## config.mk

```make
export PLATFORM = sky130hd
export DESIGN_NAME = hazard_scoreboard
export DESIGN_NICKNAME = d
export VERILOG_FILES = /design/src/rtl/hazard_scoreboard_pkg.sv /design/src/rtl/hazard_scoreboard_countdown_timer.sv /design/src/rtl/hazard_scoreboard.sv
export SDC_FILE = /design/constraint.sdc
export NUM_CORES = 1
export LEC_CHECK = 0
export ABC_AREA = 0
export CAP_MARGIN = 10
export CELL_PAD_IN_SITES_DETAIL_PLACEMENT = 1
export CELL_PAD_IN_SITES_GLOBAL_PLACEMENT = 1
export CORE_UTILIZATION = 49
export CTS_CLUSTER_SIZE = 25
export DETAILED_ROUTE_END_ITERATION = 6
export PLACE_DENSITY = 0.78
export SLEW_MARGIN = 40
export SYNTH_ARGS = -nofsm -noshare
export SYNTH_HDL_FRONTEND = slang
export SYNTH_SLANG_ARGS = --single-unit
```

## constraint.sdc

```tcl
create_clock -name clk -period 4.1 [get_ports clk]
set_input_delay 0.82 -clock clk [delete_from_list [all_inputs] [get_ports clk]]
set_output_delay 0.82 -clock clk [all_outputs]
set_load 0.03 [all_outputs]
```

## src/rtl/hazard_scoreboard_pkg.sv

```systemverilog
// Shared definitions for the ID-stage hazard scoreboard.
//   stall_cause_e : code that reports which hazard is holding the ID stage
//   timer_width() : bit width of a countdown timer that can hold a given latency
package hazard_scoreboard_pkg;

   typedef enum logic [2:0] {
      STALL_NONE = 3'd0,
      STALL_MDU  = 3'd1,
      STALL_LOAD = 3'd2,
      STALL_ALU  = 3'd3,
      STALL_CP0  = 3'd4
   } stall_cause_e;

   // The width is never zero, so a disabled hazard class (latency 0) still
   // gets a legal one-bit timer that is only ever loaded with 0.
   function automatic int unsigned timer_width(input int unsigned max_lat);
      return (max_lat == 0) ? 1 : $clog2(max_lat + 1);
   endfunction

endpackage

```

## src/rtl/hazard_scoreboard_countdown_timer.sv

```systemverilog
// countdown_timer: one readiness timer of the hazard scoreboard.
//   clk, rst_n : clock, asynchronous active-low reset (clears the count)
//   load       : take 'value' this cycle; this wins over the decrement
//   value      : latency loaded on 'load'
//   dec        : count down by one while the count is nonzero
//   nonzero    : count is not yet zero, i.e. the tracked result is not ready
module countdown_timer #(
   parameter int W = 1
) (
   input  logic         clk,
   input  logic         rst_n,
   input  logic         load,
   input  logic [W-1:0] value,
   input  logic         dec,
   output logic         nonzero
);

   logic [W-1:0] count_q;
   logic [W-1:0] count_d;

   always_comb begin
      count_d = count_q;
      if (load) begin
         count_d = value;
      end else if (dec && (count_q != '0)) begin
         count_d = count_q - W'(1);
      end
   end

   always_ff @(posedge clk or negedge rst_n) begin
      if (!rst_n) begin
         count_q <= '0;
      end else begin
         count_q <= count_d;
      end
   end

   assign nonzero = (count_q != '0);

endmodule

```

## src/rtl/hazard_scoreboard.sv

```systemverilog
// hazard_scoreboard: ID-stage interlock of the 5-stage pipeline.
// Every GPR, every CP0 register and the MUL/DIV unit owns a countdown timer
// that is loaded when a producer issues and says "not ready yet" while it is
// nonzero. The instruction in ID is checked against the current timers.
//   Inputs : id_* decoded fields of the ID instruction, flush kills it.
//   Outputs: stall_if / stall_id / bubble_exe freeze the front end and insert
//            a bubble; issue moves the instruction to EXE; stall_cause names
//            the highest-priority hazard; mdu_busy; stall_cnt perf counter.
// Handshake: ID presents an instruction with id_valid. In any cycle exactly
// one of {issue, stall, neither} holds. 'Neither' means id_valid is low or
// flush is high. While stalled, ID must keep presenting the same instruction.
module hazard_scoreboard
   import hazard_scoreboard_pkg::*;
#(
   parameter int NUM_REGS = 32,
   parameter int REG_AW   = 5,
   parameter int ALU_LAT  = 1,
   parameter int LOAD_LAT = 2,
   parameter int MDU_LAT  = 32,
   parameter int CP0_LAT  = 1,
   parameter int PERF_W   = 16
) (
   input  logic              clk,
   input  logic              rst_n,
   input  logic              id_valid,
   input  logic [REG_AW-1:0] id_rs,
   input  logic [REG_AW-1:0] id_rt,
   input  logic [REG_AW-1:0] id_rd,
   input  logic              id_use_rs,
   input  logic              id_use_rt,
   input  logic              id_reg_write,
   input  logic [REG_AW-1:0] id_dst,
   input  logic              id_mem_read,
   input  logic              id_cp0_read,
   input  logic              id_cp0_write,
   input  logic              id_mdu_start,
   input  logic              id_use_hilo,
   input  logic              flush,
   output logic              stall_if,
   output logic              stall_id,
   output logic              bubble_exe,
   output logic              issue,
   output logic [2:0]        stall_cause,
   output logic              mdu_busy,
   output logic [PERF_W-1:0] stall_cnt
);

   localparam int NUM_CP0 = 2 ** REG_AW;
   localparam int REG_TW  = timer_width((ALU_LAT > LOAD_LAT) ? ALU_LAT : LOAD_LAT);
   localparam int MDU_TW  = timer_width(MDU_LAT);
   localparam int CP0_TW  = timer_width(CP0_LAT);

   localparam logic [REG_TW-1:0] ALU_VAL  = REG_TW'(ALU_LAT);
   localparam logic [REG_TW-1:0] LOAD_VAL = REG_TW'(LOAD_LAT);
   localparam logic [MDU_TW-1:0] MDU_VAL  = MDU_TW'(MDU_LAT);
   localparam logic [CP0_TW-1:0] CP0_VAL  = CP0_TW'(CP0_LAT);

   logic [NUM_REGS-1:0] reg_nz;
   logic [NUM_CP0-1:0]  cp0_nz;
   logic                mdu_nz;

   // Per-GPR flag: the pending result comes from a load (else from the ALU).
   logic [NUM_REGS-1:0] reg_is_load_q;
   logic [NUM_REGS-1:0] reg_is_load_d;
   logic [PERF_W-1:0]   stall_cnt_q;
   logic [PERF_W-1:0]   stall_cnt_d;

   logic         rs_busy, rt_busy;
   logic         mdu_haz, load_haz, alu_haz, cp0_haz;
   logic         live, stall;
   stall_cause_e cause;

   // Register 0 is hard-wired and never waits.
   assign reg_nz[0] = 1'b0;

   for (genvar g = 1; g < NUM_REGS; g++) begin : g_reg
      logic ld;
      assign ld = issue && id_reg_write && (id_dst == REG_AW'(g));
      countdown_timer #(.W(REG_TW)) u_timer (
         .clk     (clk),
         .rst_n   (rst_n),
         .load    (ld),
         .value   (id_mem_read ? LOAD_VAL : ALU_VAL),
         .dec     (1'b1),
         .nonzero (reg_nz[g])
      );
   end

   for (genvar g = 0; g < NUM_CP0; g++) begin : g_cp0
      logic ld;
      assign ld = issue && id_cp0_write && (id_rd == REG_AW'(g));
      countdown_timer #(.W(CP0_TW)) u_timer (
         .clk     (clk),
         .rst_n   (rst_n),
         .load    (ld),
         .value   (CP0_VAL),
         .dec     (1'b1),
         .nonzero (cp0_nz[g])
      );
   end

   countdown_timer #(.W(MDU_TW)) u_mdu_timer (
      .clk     (clk),
      .rst_n   (rst_n),
      .load    (issue && id_mdu_start),
      .value   (MDU_VAL),
      .dec     (1'b1),
      .nonzero (mdu_nz)
   );

   always_comb begin
      rs_busy  = id_use_rs && reg_nz[id_rs];
      rt_busy  = id_use_rt && reg_nz[id_rt];
      mdu_haz  = mdu_nz && (id_mdu_start || id_use_hilo);
      load_haz = (rs_busy && reg_is_load_q[id_rs]) || (rt_busy && reg_is_load_q[id_rt]);
      alu_haz  = (rs_busy && !reg_is_load_q[id_rs]) || (rt_busy && !reg_is_load_q[id_rt]);
      cp0_haz  = id_cp0_read && cp0_nz[id_rd];

      cause = STALL_NONE;
      if (mdu_haz) begin
         cause = STALL_MDU;
      end else if (load_haz) begin
         cause = STALL_LOAD;
      end else if (alu_haz) begin
         cause = STALL_ALU;
      end else if (cp0_haz) begin
         cause = STALL_CP0;
      end

      // A flushed instruction neither issues nor stalls.
      live  = id_valid && !flush;
      stall = live && (cause != STALL_NONE);
      issue = live && !stall;
   end

   always_comb begin
      reg_is_load_d = reg_is_load_q;
      if (issue && id_reg_write && (id_dst != '0)) begin
         reg_is_load_d[id_dst] = id_mem_read;
      end

      stall_cnt_d = stall_cnt_q;
      if (stall && (stall_cnt_q != '1)) begin
         stall_cnt_d = stall_cnt_q + PERF_W'(1);
      end
   end

   always_ff @(posedge clk or negedge rst_n) begin
      if (!rst_n) begin
         reg_is_load_q <= '0;
         stall_cnt_q   <= '0;
      end else begin
         reg_is_load_q <= reg_is_load_d;
         stall_cnt_q   <= stall_cnt_d;
      end
   end

   assign stall_if    = stall;
   assign stall_id    = stall;
   assign bubble_exe  = stall;
   assign stall_cause = stall ? cause : STALL_NONE;
   assign mdu_busy    = mdu_nz;
   assign stall_cnt   = stall_cnt_q;

endmodule

```

==> impl_metrics.yaml, run 1 <==
layout:
  final_util_pct: 59.8
  drive_above_1_share_pct: 23.0
  design_area_sq_mm: 0.0104
  fin_cells: 1051
  fill_cells: 1750
  layout-area-overhead-vs-synth_pct: 18.6
  nNetsFinal: 879
  antennaDiodeCount: 0
yosys:
  yosysSeqAreaShare_pct: 42.4
  synth.most_common_cell: "dfrtp_1"
  synthCells: 751
  syn_area_per_cell_sq_um: 11.6
  yosys-top-cells-count: "148 x dfrtp_1, 72 x inv_1, 50 x mux2i_1"
  synth_nets: 816
  async_flop_share_pct: 100
  synth-edff-count: 0
  synth_area_leaders: "dfrtp_1 42%, mux4_2 10%, mux2_2 6.1%"
  synth_cell_types: 56
  synth_ff_type: "dfrtp_1"
  yosys.area.top_type_share_pct: 42.4
  synth_seq_cells: 148
  synth_area_leader_cell: "dfrtp_1"
  syn_area_sq_mm: 0.00874
  yosys_warnings: 0
grt:
  use_met2_pct: 44.9
  met1_usage_pct: 31.8
  antenna_found_initial: 0
  grt.met3_usage_pct: 4.71
  grt_max_degree: 88
  grt_pass1_wl_microns: 35900
  grtUsageTotal_pct: 25.8
  gr-total-overflow: 0
  grt_pass1_vias: 6770
  busiest_layer: "met2"
detailed_routing:
  routed-via-count: 6140
  drt_iter0_drc: 326
  dr.pass1.iters: 5
  wl_per_cell_microns: 20.8
  finalWirelength_microns: 21900
  remaining_drc_errors: 0
  avgViaCountPerCell: 5.84
  ant_nets: 0
power_and_ir_drop:
  seqPwrFrac_pct: 34.5
  power.switching_mw: 2.20
  powerDensity_mw_per_mm2: 599
  clockPowerShare_pct: 25.9
  ir_worst_vdd_v: 0.000298
  p_leak_nw: 4.98
  internal_power_mw: 4.01
  power_mw: 6.21
  p_sw_share_pct: 35.4
  comb_power_share_pct: 39.6
clocking:
  cts_buffer_depth: 2
  hold_buffers: 0
  clock_latency_ps: 430
  cts-root-buf: "clkbuf_16"
  numClockSinks: 148
  htreeDepth: 4
  path_clk_slew_ps: 60
  cts_buffers: 17
  tritoncts: "built"
flow_run:
  cap_violations: 0
die:
  die_w_microns: 136
  initial_core_util_pct: 50.4
  num_rows: 48
  die-height_microns: 136
  fp.coreArea_sq_mm: 0.0174
  die_area_sq_mm: 0.0184
  io_pins: 56
worst_setup_path:
  end_kind: "output port"
  worstPathMaxFanout: 6
  worstPathRequired_ps: 3280
  worstPathArrival_ps: 3230
  rrSetupSlack_ps: 810
  crit_type: "in2out"
  worstSetupStartpointType: "input pin"
sta:
  fmax_mhz: 247
  relSlewSlack_pct: 44.3
  hold_ws_ps: 430
  setup_viol: 0
  slew_violations: 0
  hold_viol_final: 0
  fin_skew_ps: 8.98
  rsz0062_at_grt: "false"
  worst_pin_slew_ps: 834
  min_period_ps: 4050
  timing.final.crit_share_pct: 98.7
worst_hold_path:
  hold_path_class: "in2async"
placement:
  placed_area_sq_mm: 0.00966
  dp_hpwl_microns: 15800
  dp_cells: 1014
  portBuffers: 55
  place.gp.congestion: 0.819
status:
  status: "complete, no violations"
area by class of cell:
| cell class | instances | area (sq um) | share of cell area (%) |
|---|---|---|---|
| clock buffers | 17 | 425 | 4.10 |
| well taps | 225 | 282 | 2.71 |
| inverters | 72 | 270 | 2.61 |
| repair buffers | 92 | 940 | 9.06 |
| flip-flops and latches | 148 | 3700 | 35.7 |
| multi-input cells | 483 | 4570 | 44.1 |
| clock inverters | 14 | 178 | 1.71 |
repair_timing:
item | in CTS | in global routing
gates cloned | 1 | 0
setup endpoints to repair | 5 | 5
pin swaps | 0 | 1
gates resized for setup | 8 | 4
setup buffers | 3 | 2
cells in the final DEF, fill, tap and decap left out, types with 18 or more instances in the layout:
master and n:
nor3_1 19, nor2_1 34, dfrtp_1 148, mux2i_1 50, nand2_1 48, inv_1 72
mux4_2 39, mux2_1 21, buf_4 32, o21ai_0 27, clkdlybuf4s50_1 43, ha_1 33
mux2_2 47, xor2_1 41, nand3_1 18
flip-flops by register name (all words and copies together) (netlist names):
signal / flops
g.u_timer.count_q: 62
g_cp0.u_timer.nonzero: 32
reg_is_load_q: 32
stall_cnt: 16
u_mdu_timer.count_q: 6
cells by family after synthesis:
logic type / after synthesis / share of synthesized area, %
simple gates: 202 / 14.8
mux: 159 / 24.9
flops: 148 / 42.4
buf+inv: 120 / 5.78
compound gates: 45 / 3.11
xor+xnor: 44 / 4.41
fa+ha+maj: 33 / 4.72
worst paths after layout:
kind	startpoint	endpoint	depth (start not counted)
worst max-delay path	id_rs[0]	stall_cause[0]	9
max in group asynchronous	rst_n	reg_is_load_q[14]$_DFFE_PN0P_	2
min in group clk	reg_is_load_q[0]$_DFFE_PN0P_	reg_is_load_q[0]$_DFFE_PN0P_	0
worst min register to register	reg_is_load_q[0]$_DFFE_PN0P_	reg_is_load_q[0]$_DFFE_PN0P_	0
worst min-delay path	rst_n	g_cp0[6].u_timer.nonzero$_DFF_PN0_	1
worst max register to register	u_mdu_timer.count_q[1]$_DFFE_PN0P_	g_reg[1].u_timer.count_q[1]$_DFFE_PN0P_	12
layer usage:
layer | routed length, microns | share of wire [%]
met1 | 9100 | 42
met2 | 11400 | 52
met3 | 886 | 4.0
met4 | 534 | 2.4
met5 | 0 | 0
through the flow:
step / TNS (ps) / worst slack (ps)
CTS: 0 / 0.0857
global route: 0 / 3.73
detailed placement: -821 / -198
floorplan: 0 / 118
finish: 0 / 53.6
global placement: -185 / -185
power groups by stage:
stage | sequential [mW] | clock (mW) | combinational [mW]
global route | 2.19 | 1.69 | 2.76
detailed placement | 2.16 | 0 | 2.43
CTS | 2.14 | 1.63 | 2.49
finish | 2.14 | 1.61 | 2.46
global placement | 2.12 | 0 | 2.15
floorplan | 2.15 | 0 | 1.70
worst max-delay path: stages:
cell and delay, ps:
clkdlybuf4s15_2 250, bufbuf_16 290, mux4_2 480, mux4_2 460, mux2_2 310, a22oi_2 210
nand2_1 90, a21oi_2 160, buf_6 150
Power figures use the tool's default switching activity.
==> run 2, diff against run 1 <==
- TNS_END_PERCENT: not set -> 30
==> impl_metrics.yaml, run 2 (same netlist as run 1, synthesis figures left out) <==
flow_run:
  cap_violations: 0
sta:
  slew_violations: 0
  timing.final.crit_share_pct: 98.1
  setup_viol: 0
  worst_pin_slew_ps: 658
  hold_viol_final: 0
  rsz0062_at_grt: "true"
  relSlewSlack_pct: 56.0
  fin_ws_ps: 76.3
  fin_skew_ps: 12.0
  min_period_ps: 4020
  fmax_mhz: 249
worst_hold_path:
  hold_path_class: "in2async"
clocking:
  cts_buffers: 17
  numClockSinks: 148
  htreeDepth: 4
  hold_buffers: 0
  cts-root-buf: "clkbuf_16"
  clock_latency_ps: 430
  tritoncts: "built"
  path_clk_slew_ps: 60
  cts_buffer_depth: 2
die:
  io_pins: 56
  num_rows: 48
  die_area_sq_mm: 0.0184
  fp.coreArea_sq_mm: 0.0174
  die-height_microns: 136
  die_w_microns: 136
  initial_core_util_pct: 50.4
worst_setup_path:
  cpLargestDelayFamily: "multiplexers"
  worstSetupStartpointType: "input pin"
  worstPathRequired_ps: 3280
  worstReg2RegEnd: "reg_is_load_q[14]$_DFFE_PN0P_"
  critPathSlowestCell: "clkdlybuf4s50_1"
  r2r-start: "u_mdu_timer.count_q[0]$_DFFE_PN0P_"
  max_stage_delay_ps: 510
  crit_end: "stall_cause[0]"
  critPathLaunch: "id_rs[1]"
  worstPathMaxFanout: 14
  path_buf_inv: 3
  cp_common_cell: "mux4_2"
  rrSetupSlack_ps: 740
  crit_type: "in2out"
  r2r_cells: 13
  end_kind: "output port"
  path_depth: 9
  path_cells: "clkdlybuf4s50_1, buf_12, mux4_2, mux4_2, mux2_2, a22oi_2, nand2_1, a21oi_2, buf_6"
  worstPathArrival_ps: 3200
grt:
  grt_pass1_wl_microns: 38400
  antenna_found_initial: 0
  grt_max_degree: 92
  grtUsageTotal_pct: 27.9
  gr-total-overflow: 0
  grt_pass1_vias: 7166
detailed_routing:
  finalWirelength_microns: 23400
  routed-via-count: 6288
  drt_iter0_drc: 330
  avgViaCountPerCell: 5.93
  dr.pass1.iters: 4
  ant_nets: 0
  wl_per_cell_microns: 22.1
  remaining_drc_errors: 0
power_and_ir_drop:
  ir_worst_vdd_v: 0.000321
  powerDensity_mw_per_mm2: 599
  p_leak_nw: 5.03
placement:
  placed_area_sq_mm: 0.00972
  dp_hpwl_microns: 16200
  place.gp.congestion: 0.859
  pre_cts_ws_ps: -274
  portBuffers: 55
  dp_cells: 1025
layout:
  design_area_sq_mm: 0.0104
  fin_cells: 1061
  fill_cells: 1746
  largest_register_ff_count: 62
  antennaDiodeCount: 0
  layout-area-overhead-vs-synth_pct: 19.2
  regMostFlops: "g.u_timer.count_q"
  final_cell_mix: "148 x dfrtp_1, 72 x inv_1, 50 x mux2i_1"
  layout_commonest_cell: "dfrtp_1"
  drive_above_1_share_pct: 23.8
  nNetsFinal: 889
status:
  status: "complete, no violations"
## run 2: where the power goes
group	switching [mW]	leakage (nW)	internal, mW
Combinational	1.31	2.84	1.17
Sequential	0.275	1.90	1.88
Clock	0.645	0.294	0.960
Total	2.23	5.03	4.01
## run 2: metal layers
layer  track usage, %  wire length [microns]
met1             32.5                   9190
met2             49.2                  12400
met3             5.65                    928
met4             12.7                    888
met5                0                      0
## run 2: worst min-delay path by stage
stage / to / cells after the start / from
after global routing: g_cp0[4].u_timer.nonzero$_DFF_PN0_ / 1 / rst_n
after CTS: reg_is_load_q[0]$_DFFE_PN0P_ / 0 / reg_is_load_q[0]$_DFFE_PN0P_
final: g_cp0[4].u_timer.nonzero$_DFF_PN0_ / 1 / rst_n
after floorplan: reg_is_load_q[0]$_DFFE_PN0P_ / 1 / reg_is_load_q[0]$_DFFE_PN0P_
after global placement: reg_is_load_q[0]$_DFFE_PN0P_ / 0 / reg_is_load_q[0]$_DFFE_PN0P_
after detailed placement: reg_is_load_q[0]$_DFFE_PN0P_ / 0 / reg_is_load_q[0]$_DFFE_PN0P_
## run 2: metrics by stage
| step | utilization [%] | total power, mW | hold WS (ps) | setup TNS [ps] |
|---|---|---|---|---|
| final | 60.0 | 6.24 | 279 | 0 |
| after global routing | 60.0 | 6.66 | 285 | -37.0 |
| after CTS | 59.6 | 6.30 | 414 | 0 |
| after detailed placement | 56.0 | 4.61 | 402 | -286 |
| after global placement | 56.0 | 4.26 | 385 | -245 |
| after floorplan | - | 3.85 | 441 | -8.56 |
## run 2: timing repair
item                                    4_1_cts  5_1_grt
buffers inserted                              2        2
endpoints found under the setup margin        6        5
gates resized for setup                       5        6
pin swaps                                     0        1
## run 2: layout make-up
| cell class | instances | area [sq um] | area share [%] |
|---|---|---|---|
| Sequential cell | 148 | 3700 | 35.5 |
| Clock buffer | 17 | 425 | 4.08 |
| Inverter | 72 | 270 | 2.59 |
| Tap cell | 225 | 282 | 2.70 |
| Clock inverter | 14 | 178 | 1.71 |
| Multi-Input combinational cell | 483 | 4570 | 43.8 |
| Timing Repair Buffer | 102 | 993 | 9.53 |
## run 2: worst reg2reg max path, stage by stage (launching register included)
cell	delay, ps
dfrtp_1	370
inv_1	90
ha_1	170
nand2b_1	150
nor4_2	400
inv_1	170
o21ai_0	240
nand2_1	230
nor4b_4	280
buf_4	160
buf_4	120
buf_4	180
and4_1	320
mux2_2	360
